$ cat src/rtl/bridge_pkg.sv
// Shared definitions for the PCIe-to-AXI-Lite bridge read and write controllers.
package bridge_pkg;

  localparam logic [4:0] StIdle     = 5'b00001;
  localparam logic [4:0] StReadReq  = 5'b00010;
  localparam logic [4:0] StReadData = 5'b00100;
  localparam logic [4:0] StCpl      = 5'b01000;
  localparam logic [4:0] StFlush    = 5'b10000;

  localparam logic [1:0] RespOkay   = 2'b00;
  localparam logic [1:0] RespSlverr = 2'b10;

  // {base[63:size], pcie_address[size-1:2], 2'b00}; bits above the address width drop later.
  function automatic logic [63:0] bar_xlate(input logic [63:0] base, input int unsigned size,
                                            input logic [31:0] pcie_address);
    logic [63:0] mask;
    mask = (64'd1 << size) - 64'd1;
    return (base & ~mask) | ({32'd0, pcie_address} & mask & ~64'h3);
  endfunction

endpackage

$ cat src/rtl/axi_bar_xlate.sv
// BAR-hit to AXI address translation plus physical offset add; shared by read and write paths.
module axi_bar_xlate
  import bridge_pkg::*;
#(
  parameter int unsigned M_AXI_ADDR_WIDTH = 48,
  parameter logic [63:0] BAR0AXI          = 64'h0,
  parameter logic [63:0] BAR1AXI          = 64'h0,
  parameter logic [63:0] BAR2AXI          = 64'h0,
  parameter logic [63:0] BAR3AXI          = 64'h0,
  parameter logic [63:0] BAR4AXI          = 64'h0,
  parameter logic [63:0] BAR5AXI          = 64'h0,
  parameter int unsigned BAR0SIZE         = 12,
  parameter int unsigned BAR1SIZE         = 12,
  parameter int unsigned BAR2SIZE         = 12,
  parameter int unsigned BAR3SIZE         = 12,
  parameter int unsigned BAR4SIZE         = 12,
  parameter int unsigned BAR5SIZE         = 12
) (
  input  logic [2:0]                  bar_hit,
  input  logic [31:0]                 pcie_address,
  input  logic [63:0]                 phy_addr,
  output logic [M_AXI_ADDR_WIDTH-1:0] axi_addr
);

  logic [63:0] base_sel;
  logic [63:0] sum;
  logic        unused_sum;

  always_comb begin
    base_sel = 64'd0;
    case (bar_hit)
      3'd0:    base_sel = bar_xlate(BAR0AXI, BAR0SIZE, pcie_address);
      3'd1:    base_sel = bar_xlate(BAR1AXI, BAR1SIZE, pcie_address);
      3'd2:    base_sel = bar_xlate(BAR2AXI, BAR2SIZE, pcie_address);
      3'd3:    base_sel = bar_xlate(BAR3AXI, BAR3SIZE, pcie_address);
      3'd4:    base_sel = bar_xlate(BAR4AXI, BAR4SIZE, pcie_address);
      3'd5:    base_sel = bar_xlate(BAR5AXI, BAR5SIZE, pcie_address);
      default: base_sel = 64'd0;
    endcase
  end

  assign sum        = base_sel + phy_addr;
  assign axi_addr   = sum[M_AXI_ADDR_WIDTH-1:0];
  assign unused_sum = ^sum;

endmodule

$ cat src/rtl/axi_read_controller.sv
// AXI4-Lite single-beat read master with response watchdog, feeding the completion generator.
module axi_read_controller
  import bridge_pkg::*;
#(
  parameter int          TCQ               = 1,
  parameter int unsigned M_AXI_TDATA_WIDTH = 64,
  parameter int unsigned M_AXI_ADDR_WIDTH  = 48,
  parameter logic [63:0] BAR0AXI           = 64'h0,
  parameter logic [63:0] BAR1AXI           = 64'h0,
  parameter logic [63:0] BAR2AXI           = 64'h0,
  parameter logic [63:0] BAR3AXI           = 64'h0,
  parameter logic [63:0] BAR4AXI           = 64'h0,
  parameter logic [63:0] BAR5AXI           = 64'h0,
  parameter int unsigned BAR0SIZE          = 12,
  parameter int unsigned BAR1SIZE          = 12,
  parameter int unsigned BAR2SIZE          = 12,
  parameter int unsigned BAR3SIZE          = 12,
  parameter int unsigned BAR4SIZE          = 12,
  parameter int unsigned BAR5SIZE          = 12,
  parameter int unsigned TIMEOUT_CYCLES    = 1024
) (
  input  logic                         m_axi_aclk,
  input  logic                         m_axi_areset,
  output logic [M_AXI_ADDR_WIDTH-1:0]  m_axi_araddr,
  output logic [2:0]                   m_axi_arprot,
  output logic                         m_axi_arvalid,
  input  logic                         m_axi_arready,
  input  logic [M_AXI_TDATA_WIDTH-1:0] m_axi_rdata,
  input  logic [1:0]                   m_axi_rresp,
  input  logic                         m_axi_rvalid,
  output logic                         m_axi_rready,
  input  logic                         mem_req_valid,
  output logic                         mem_req_ready,
  input  logic [2:0]                   mem_req_bar_hit,
  input  logic [31:0]                  mem_req_pcie_address,
  input  logic                         mem_req_write_readn,
  input  logic [63:0]                  phy_addr,
  output logic                         cpl_valid,
  input  logic                         cpl_ready,
  output logic [M_AXI_TDATA_WIDTH-1:0] cpl_data,
  output logic [1:0]                   cpl_resp,
  output logic [15:0]                  timeout_count
);

  localparam int unsigned WdogW = $clog2(TIMEOUT_CYCLES);
  localparam logic [WdogW-1:0] WdogMax = WdogW'(TIMEOUT_CYCLES - 1);

  // TCQ only matters to legacy simulation models; registers here carry no delay.
  if (TIMEOUT_CYCLES < 2 || TCQ < 0) begin : gen_param_err
    $error("axi_read_controller: TIMEOUT_CYCLES must be >= 2 and TCQ >= 0");
  end

  logic [4:0]                   state_q, state_d;
  logic [M_AXI_ADDR_WIDTH-1:0]  araddr_q, araddr_d, xlate_addr;
  logic                         req_ready_q, req_ready_d;
  logic                         arvalid_q, arvalid_d;
  logic                         rready_q, rready_d;
  logic                         cpl_valid_q, cpl_valid_d;
  logic                         flush_q, flush_d;
  logic [M_AXI_TDATA_WIDTH-1:0] cpl_data_q, cpl_data_d;
  logic [1:0]                   cpl_resp_q, cpl_resp_d;
  logic [WdogW-1:0]             wdog_q, wdog_d;
  logic [15:0]                  tcount_q, tcount_d;
  logic                         expired, tcount_inc;

  // Address is latched at acceptance so it cannot move while arvalid is high.
  axi_bar_xlate #(
    .M_AXI_ADDR_WIDTH(M_AXI_ADDR_WIDTH),
    .BAR0AXI(BAR0AXI), .BAR1AXI(BAR1AXI), .BAR2AXI(BAR2AXI),
    .BAR3AXI(BAR3AXI), .BAR4AXI(BAR4AXI), .BAR5AXI(BAR5AXI),
    .BAR0SIZE(BAR0SIZE), .BAR1SIZE(BAR1SIZE), .BAR2SIZE(BAR2SIZE),
    .BAR3SIZE(BAR3SIZE), .BAR4SIZE(BAR4SIZE), .BAR5SIZE(BAR5SIZE)
  ) u_xlate (
    .bar_hit     (mem_req_bar_hit),
    .pcie_address(mem_req_pcie_address),
    .phy_addr    (phy_addr),
    .axi_addr    (xlate_addr)
  );

  assign expired = (wdog_q == WdogMax);

  always_comb begin
    state_d     = state_q;
    araddr_d    = araddr_q;
    req_ready_d = req_ready_q;
    arvalid_d   = arvalid_q;
    rready_d    = rready_q;
    cpl_valid_d = cpl_valid_q;
    cpl_data_d  = cpl_data_q;
    cpl_resp_d  = cpl_resp_q;
    flush_d     = flush_q;
    wdog_d      = '0;
    tcount_inc  = 1'b0;
    unique case (state_q)
      StIdle: begin
        req_ready_d = 1'b1;
        if (mem_req_valid && req_ready_q && !mem_req_write_readn) begin
          state_d     = StReadReq;
          araddr_d    = xlate_addr;
          req_ready_d = 1'b0;
          arvalid_d   = 1'b1;
        end
      end
      StReadReq: begin
        if (m_axi_arready) begin
          state_d   = StReadData;
          arvalid_d = 1'b0;
          rready_d  = 1'b1;
        end else if (expired) begin
          // arvalid may not be withdrawn; log the expiry and restart the wait.
          tcount_inc = 1'b1;
        end else begin
          wdog_d = wdog_q + 1'b1;
        end
      end
      StReadData: begin
        if (m_axi_rvalid) begin
          state_d     = StCpl;
          rready_d    = 1'b0;
          cpl_valid_d = 1'b1;
          cpl_data_d  = m_axi_rdata;
          cpl_resp_d  = m_axi_rresp;
        end else if (expired) begin
          state_d     = StCpl;
          rready_d    = 1'b0;
          cpl_valid_d = 1'b1;
          cpl_data_d  = '1;
          cpl_resp_d  = RespSlverr;
          flush_d     = 1'b1;
          tcount_inc  = 1'b1;
        end else begin
          wdog_d = wdog_q + 1'b1;
        end
      end
      StCpl: begin
        if (cpl_ready) begin
          cpl_valid_d = 1'b0;
          if (flush_q) begin
            state_d  = StFlush;
            rready_d = 1'b1;
            flush_d  = 1'b0;
          end else begin
            state_d     = StIdle;
            req_ready_d = 1'b1;
          end
        end
      end
      StFlush: begin
        // Swallow the late beat of a timed-out read so it cannot complete the next one.
        if (m_axi_rvalid || expired) begin
          state_d     = StIdle;
          rready_d    = 1'b0;
          req_ready_d = 1'b1;
        end else begin
          wdog_d = wdog_q + 1'b1;
        end
      end
      default: begin
        state_d     = StIdle;
        req_ready_d = 1'b0;
        arvalid_d   = 1'b0;
        rready_d    = 1'b0;
        cpl_valid_d = 1'b0;
        flush_d     = 1'b0;
      end
    endcase
    tcount_d = (tcount_inc && tcount_q != 16'hFFFF) ? tcount_q + 16'd1 : tcount_q;
  end

  always_ff @(posedge m_axi_aclk) begin
    if (m_axi_areset) begin
      state_q     <= StIdle;
      araddr_q    <= '0;
      req_ready_q <= 1'b0;
      arvalid_q   <= 1'b0;
      rready_q    <= 1'b0;
      cpl_valid_q <= 1'b0;
      cpl_data_q  <= '0;
      cpl_resp_q  <= RespOkay;
      flush_q     <= 1'b0;
      wdog_q      <= '0;
      tcount_q    <= 16'd0;
    end else begin
      state_q     <= state_d;
      araddr_q    <= araddr_d;
      req_ready_q <= req_ready_d;
      arvalid_q   <= arvalid_d;
      rready_q    <= rready_d;
      cpl_valid_q <= cpl_valid_d;
      cpl_data_q  <= cpl_data_d;
      cpl_resp_q  <= cpl_resp_d;
      flush_q     <= flush_d;
      wdog_q      <= wdog_d;
      tcount_q    <= tcount_d;
    end
  end

  assign m_axi_araddr  = araddr_q;
  assign m_axi_arprot  = 3'b000;
  assign m_axi_arvalid = arvalid_q;
  assign m_axi_rready  = rready_q;
  assign mem_req_ready = req_ready_q;
  assign cpl_valid     = cpl_valid_q;
  assign cpl_data      = cpl_data_q;
  assign cpl_resp      = cpl_resp_q;
  assign timeout_count = tcount_q;

endmodule
$ cat config.mk
export PLATFORM = sky130hd
export DESIGN_NAME = axi_read_controller
export DESIGN_NICKNAME = d
export VERILOG_FILES = /design/src/rtl/bridge_pkg.sv /design/src/rtl/axi_bar_xlate.sv /design/src/rtl/axi_read_controller.sv
export SDC_FILE = /design/constraint.sdc
export NUM_CORES = 1
export LEC_CHECK = 0
export BUFFER_PORTS_ARGS = -buffer_cell sky130_fd_sc_hd__buf_2
export CORE_MARGIN = 2
export CORE_UTILIZATION = 43
export DETAILED_ROUTE_END_ITERATION = 16
export PLACE_DENSITY_LB_ADDON = 0.15
export SYNTH_ARGS = -nofsm -noshare
export SYNTH_HDL_FRONTEND = slang
export SYNTH_SLANG_ARGS = --single-unit
export TNS_END_PERCENT = 5
$ cat constraint.sdc
create_clock -name m_axi_aclk -period 2.68 [get_ports m_axi_aclk]
set_input_delay 0.268 -clock m_axi_aclk [delete_from_list [all_inputs] [get_ports m_axi_aclk]]
set_output_delay 0.268 -clock m_axi_aclk [all_outputs]
set_load 0.05 [all_outputs]
* Word level (Yosys, flattened, before mapping)
Index checks and enable logic that the tools add are counted.
Widths: inputs -> output; s select.
** Word-level totals
- Bits in registers :: 150
- Input bits :: 172
- Word-level logic and storage cells :: 101
** Operators by class
- $add $sub $neg :: 3
- Equality and inequality tests :: 21
- Mux-type cells :: 43
- Bitwise operators :: 4
- Reductions and logical operators :: 19
** Operators by type and width (number)
- $mux 64 :: 2
- $add 12x48->48 :: 1
- $mux 10 :: 4
- $mux 5 :: 7
- $pmux 10 s3 :: 1
- $pmux 5 s5 :: 1
- $mux 1 :: 19
- $add 16x1->16 const B :: 1
- $ne 16x16->1 const B :: 1
- $ne 2x2->1 const B :: 8
- $mux 12 :: 1
- $add 10x1->10 const B :: 1
- $eq 10x10->1 const B :: 1
- $pmux 1 s3 :: 3
- $reduce_and 4->1 :: 2
- $eq 3x2->1 const B :: 2
- $eq 3x3->1 const B :: 2
- $reduce_and 3->1 :: 2
- $reduce_and 6->1 :: 1
- $reduce_or 3->1 :: 2
- $reduce_or 6->1 :: 1
- $eq 5x1->1 const B :: 1
- $eq 5x2->1 const B :: 1
- $eq 5x3->1 const B :: 1
- 17 further kinds :: 24

* Depth between registers and ports, before layout
Gate-level depths: netlist of the first run.
- Depth after elaboration :: 5
- Gate-level depth with buffers :: 12
- Gate-level depth less buffers :: 11

* Modules after synthesis
A second synthesis of the first run with hierarchy kept.
** Unflattened totals
- Cell total of the unflattened synthesis :: 834
- Area, all modules :: 7240.7 um^2
** Modules (own cells, without submodules)
- axi_read_controller :: times used 1, cells an instance 633, area each 5803.1 um^2, seq. area each 3002.9 um^2
- axi_bar_xlate :: times used 1, cells an instance 201, area each 1437.6 um^2, seq. area each 0.0 um^2

* Worst setup path before layout of the first run
No wires, ideal clock.
- Path kind :: input to register
- Start :: input port mem_req_bar_hit[1]
- End :: register araddr_q[24] (netlist: m_axi_araddr[24])
- Library setup time :: 0.086 ns
- Data arrival time :: 2.481 ns
- Required time :: 2.594 ns
- Setup slack :: 0.114 ns
- Stages :: 12
- Path buffers :: 1
- Cells stage by stage :: nand2_1 > and2_1 > ha_1 > inv_1 > fa_1 > nand2b_1 > a21oi_1 > o311a_1 > clkbuf_1 > o21ai_0 > xor2_1 > a211oi_1
** Between the ends
- Word-level cells in the longest chain between the ends :: 4
- Elaborated cells on any way between the ends :: 9
- Classes of those cells :: add/sub (1); eq/ne (5); mux (1); reduce/logical (2)
** Ends and longest elaborated chain
- start, declared :: RTL line axi_read_controller.sv:34 : input logic [2:0] mem_req_bar_hit,
- $eq 3x1->1 (tied with other cells) :: RTL line axi_bar_xlate.sv:31 : case (bar_hit)
- $reduce_or 6->1 (no line) (*)
- $mux 12 (*) :: RTL line axi_bar_xlate.sv:31
- $add 12x48->48 (*) :: RTL line axi_bar_xlate.sv:42 : assign sum = base_sel + phy_addr;
- end signal, assigned :: RTL line axi_read_controller.sv:185 : araddr_q <= araddr_d;
- end, declared :: RTL line axi_read_controller.sv:54 : logic [M_AXI_ADDR_WIDTH-1:0] araddr_q, araddr_d, xlate_addr;
Every way passes the cells marked *; elsewhere a longest branch is shown, timed or not.
A chain may end at the register's enable or synchronous reset.

* Worst setup path after layout of the first run
- Start :: input port mem_req_bar_hit[1]
- End :: register araddr_q[44] (netlist: m_axi_araddr[44])
The elaborated chain is that of the path after synthesis.

==> metrics, run 1 <==
asr flop ratio synth 0; clk_lat worst skew 0.41 ns; global-route wire length before repair between 20000 and 30000 µm; Cells after Synth 747; placed cells roughly 1200; Worst VDD drop ~0.00045 V; EDFF count, synth 0; Fin. Hold Viols 0; Iteration-0 DRC Markers 335; post-route clock period utilization 0.8885; post-CTS setup buffers 0; Final Max Tran Viols 0; RSZ-0062 raised after global routing no; status complete, no violations; Setup violations, final 0; nets 1192; Clock Tree Buf Depth 2; DRC 0; skew final ~0.013 ns; initial antenna violation count 4; WHS Path Cells 3; top cells by area, synth dfxtp_1, o221a_2, xnor2_1; LEAKAGE 4.005 nW; worst hold path type in -> reg; core area 15770 µm²; dpl ws -0.1404 ns; Seq. cell area roughly 3000 µm²; CTS Hold Bufs 0; Seq cells post-synth 150; r2r worst-path depth 6; row count 46; reg-to-reg critical path startpoint wdog_q[0]; kind of critical path in -> reg; Slew headroom 0.5768; vias about 6500; commonest non-fill, non-tap cells in the layout buf_2, dfxtp_1, o221a_2; die area 17100 µm²; post_cts resized 0; fmax roughly 0.42 GHz; Filler Cell Count around 1500; Yosys warnings 0; Clock H-tree levels 4; largest net degree at the start of global routing 71; number of max-cap violations 0; routed length per instance about 15 µm; CTS tree done; die width 130.8 µm; die height 130.8 µm; Placer Congestion 0.8531; share of cells above drive strength 1 0.4000; Area Overhead vs Synth 32.01%; mapped cell area 6910 µm²; Starting Density 0.4382; top cell type's share of synthesized area 0.4345; sequential share of the synthesized area 0.4345; post-synth cell types 56; Clock transition at path regs 0.06 ns; post-DP HPWL approximately 13000 µm; total gr overflow 0; non-filler cells, final 1239; worst slew pin tran about 0.62 ns; root buffer selected by CTS clkbuf_16; commonest non-fill, non-tap cell in the layout buf_2; I/O Pins a little over 300; startpoint types primary input; drt pass-1 iters 4; vias in the first global route 5575; hold_sp phy_addr[0]; critical path fanouts, max 10; total CTS buffers 17; antenna viol nets, final 0; syn avg cell area roughly 9 µm²; Post-Route WL 18250 µm; cell taking the most area after synthesis dfxtp_1; vias per inst roughly 5.2; Crit. Startpoint mem_req_bar_hit[1]; multi-input combinational cell area 3633 µm²; CTS Sinks 150; Final WS setup 0.2989 ns; Worst setup EP type register; Worst EP arrival approximately 2.7 ns; worst endpoint required time 3.02 ns; Primary FF master, synth dfxtp_1; GRT Total Usage 0.2021; r2r setup slk 0.30 ns; crit path time final 2.381 ns; Power per Cell Area 592.1 nW/µm²; I/O Buffers 266; end of the worst register-to-register path m_axi_rready; worst hold endpoint m_axi_araddr[0]
-- routing by layer --
layer | vias to the layer above | track usage | wire length, µm
met4 | 2 | 0.05945 | 254
met1 | 2937 | 0.2735 | 8336
met2 | 220 | 0.3061 | 8056
li1 | 3312 | - | -
met3 | 16 | 0.07003 | 1593
met5 | - | 0 | 13
-- critical path: stages --
cell	delay, ns
buf_2	0.09
nand2_1	0.17
and2_1	0.16
ha_1	0.16
inv_1	0.06
fa_1	0.37
nand2b_1	0.18
a21oi_1	0.18
o311a_1	0.30
nor2_1	0.11
or4_1	0.51
a31oi_1	0.16
-- worst max path at each step --
stage                       end  cells past startpoint
3_3_place_gp   m_axi_araddr[44]                     12
2_1_floorplan  m_axi_araddr[24]                     12
4_1_cts        m_axi_araddr[44]                     12
6_report       m_axi_araddr[44]                     12
5_1_grt        m_axi_araddr[22]                     13
3_5_place_dp   m_axi_araddr[44]                     12
-- cells by family after synthesis --
family,count (synthesis),share of synthesized area
adders and majority gates,13,0.02462
and+or+nand+nor,241,0.1887
buffers and inverters,66,0.04237
other,1,0.0005427
xor gates and xnor gates,52,0.06591
muxes,2,0.002897
AOI/OAI and AO/OA,222,0.2405
DFF,150,0.4345
-- final cells by class --
class,count,share of cell area
timing repair buffer,293,0.1723
inverter,12,0.004938
tap,216,0.02963
clock inverter,15,0.01824
clock buffer,17,0.04663
antenna,3,0.0008229
sequential,150,0.3292
multi-input combinational,533,0.3983
-- where the power goes --
group          internal, mW  switching, mW  total [mW]  leakage [nW]
Sequential             2.28         0.0242        2.30          1.21
Combinational         0.253          0.461       0.715          2.50
Clock                  1.40          0.989        2.39         0.293
Total                  3.93           1.47        5.40          4.00
-- registers in the layout, summed over array words and instances, names as in the netlist, 2 cells and up --
name	cells
timeout_count	16
wdog_q	10
cpl_data	64
cpl_resp	2
state_q	5
m_axi_araddr	48
-- synthesized netlist by cell type (all sizes together), types with 2 or more instances --
library cell and instances:
o31ai 7, nor3 14, or4 7, xor2 20
xnor2 32, o21a 7, nand3 29, nor4 14
or3 7, mux2i 2, clkbuf 40, and2 14
dfxtp 150, inv 12, nand3b 3, o221a 65
buf 13, and4 5, a211oi 8, nor3b 4
o211ai 15, a21oi 49, a31oi 10, nor2b 2
or2 4, nor4b 2, and3 12, o311a 2
ha 12, a21o 3, o21ai 50, nand2b 7
nor2 61, nand2 43, nand4 11
-- per-stage QoR --
stage / area (µm²) / power (mW) / util / TNS [ns] / hold WS, ns
after floorplan: 6918 / 2.801 / - / 0 / 0.3690
after global placement: 8523 / 3.064 / 0.5405 / -0.1964 / 0.4363
after detailed placement: 8523 / 3.063 / 0.5405 / -0.7368 / 0.4457
after CTS: 9115 / 5.465 / 0.5780 / 0 / 0.08140
after global routing: 9120 / 5.640 / 0.5783 / 0 / 0.08831
final: 9123 / 5.401 / 0.5785 / 0 / 0.1021
No activity file was read; power rests on OpenSTA's default activity.
==> inputs of run 2 (changes only) <==
CORE_UTILIZATION = 44   (was 43)
CTS_BUF_LIST = sky130_fd_sc_hd__clkbuf_4   (was unset)
==> metrics, run 2 (same netlist as run 1, synthesis figures left out) <==
Area Overhead vs Synth 39.29%; DRC 0 (unchanged); max reg flops 64 (unchanged); RSZ-0062 raised after global routing no; CTS Sinks 150 (unchanged); routed length per instance 15.31 µm (+3.9%); Clock transition at path regs 0.12 ns (+0.06 ns); kind of critical path reg -> reg; CTS tree done; startpoint types register; crit path time final 2.433 ns (+0.05212 ns); global-route wire length before repair 31310 µm (+12%); GRT Total Usage 0.2292 (+0.02711); vias 6921 (+6.7%); row count 45 (-2.2%); post_cts resized 0 (unchanged); vias in the first global route 6463 (+16%); Iteration-0 DRC Markers 361 (+7.8%); post-DP HPWL 13750 µm (+3.4%); critical path fanouts, max 7 (-3); Post-Route WL 20040 µm (+9.8%); vias per inst 5.287 (+0.98%); commonest non-fill, non-tap cell in the layout buf_2; I/O Buffers 266 (unchanged); Worst EP arrival 2.90 ns (+0.18 ns); nets 1270 (+6.5%); Placer Congestion 0.8691 (+1.9%); clk_lat worst skew 0.53 ns (+0.12 ns); Final Max Tran Viols 0 (unchanged); Critical Path Max Stage Delay 0.57 ns (+0.06 ns); Fin. Hold Viols 0 (unchanged); commonest non-fill, non-tap cells in the layout buf_2, dfxtp_1, dlygate4sd3_1; post-route clock period utilization 0.9079 (+0.01945); Worst VDD drop 0.0002603 V (-43%); status complete, no violations; worst hold path type in -> reg; dpl ws -0.07506 ns (+0.06533 ns); die width 129.3 µm (-1.1%); die area 16720 µm² (-2.2%); antenna viol nets, final 0 (unchanged); Worst setup EP type register; worst slew pin tran 0.6817 ns (+0.06291 ns); worst path cell trace ha_1, nand3_1, nor4_4, nor2_1, or4_4, a211oi_1, o21a_1; fmax 0.4110 GHz (-2.1%); I/O Pins 309 (unchanged); Clock H-tree levels 4 (unchanged); Final WS setup 0.2467 ns (-0.05212 ns); crit path max-delay cell type or4_4; Power per Cell Area 477.9 nW/µm² (-19%); initial antenna violation count 1 (-3); Seq. cell area 3003 µm² (unchanged); LEAKAGE 4.214 nW (+5.2%); Slew headroom 0.5450 (-0.03173); skew final 0.02281 ns (+0.009808 ns); root buffer selected by CTS clkbuf_4; worst endpoint required time 3.15 ns (+0.13 ns); largest net degree at the start of global routing 56 (-21%); total CTS buffers 17 (unchanged); core area 15260 µm² (-3.2%); final hold slack 0.04135 ns (-0.06073 ns); die height 129.3 µm (-1.1%); share of cells above drive strength 1 0.3737 (-0.02625); drt pass-1 iters 4 (unchanged); total gr overflow 0 (unchanged); Starting Density 0.4529 (+0.01470); Setup violations, final 0 (unchanged); Filler Cell Count 1324 (-9.6%); Clock Tree Buf Depth 2 (unchanged); multi-input combinational cell area 3633 µm² (unchanged); number of max-cap violations 0 (unchanged)
==> run 2: routing by layer <==
layer,routed length (µm),GRT usage
met1,8983,0.2911
met2,9215,0.3796
met3,1473,0.06400
met4,368,0.07033
met5,0,0
==> run 2: report_power, final <==
group	leakage, nW	total (mW)	switching [mW]	internal [mW]
Clock	0.160	1.49	0.822	0.666
Sequential	1.21	2.30	0.0239	2.28
Combinational	2.84	0.813	0.485	0.328
==> run 2: what timing repair did <==
item | in CTS | in global routing
hold buffers | 73 | 1
buffers inserted | 0 | 1
setup endpoints to repair | 0 | 1
endpoints found under the hold margin | 73 | 1
==> run 2: cell type report <==
| type | instances | share of cell area |
|---|---|---|
| Clock buffer | 19 | 0.01482 |
| Tap cell | 211 | 0.02743 |
| Clock inverter | 12 | 0.01612 |
| Inverter | 12 | 0.004680 |
| Timing Repair Buffer | 371 | 0.2472 |
| Sequential cell | 150 | 0.3120 |
| Antenna cell | 1 | 0.0002600 |
| Multi-Input combinational cell | 533 | 0.3775 |
==> run 2: worst paths after layout <==
kind,start,endpoint,slack (ns),depth (start not counted)
setup / recovery,wdog_q[0],mem_req_ready,0.25,7
hold / removal,phy_addr[30],m_axi_araddr[30],0.04,3
setup reg to reg,wdog_q[0],mem_req_ready,0.25,7
hold reg to reg,m_axi_araddr[8],m_axi_araddr[8],0.46,2
==> run 2: through the flow <==
stage	setup TNS [ns]	std cells	util	power, mW	cell area [µm²]
after floorplan	0	749	-	2.801	6918
after global placement	-0.07462	1202	0.5621	3.067	8577
after detailed placement	-0.2784	1202	0.5621	3.069	8577
after CTS	0	1306	0.6295	4.631	9605
after global routing	0	1309	0.6308	4.803	9625
final	0	1309	0.6308	4.600	9625
==> run 2: worst max-delay path, delay by kind of cell, from the launching register on <==
kind / cells / cell delay (ns)
adders and majority gates: 1 / 0.21
AOI/OAI and AO/OA: 2 / 0.43
DFF: 1 / 0.41
and+or+nand+nor: 4 / 1.35
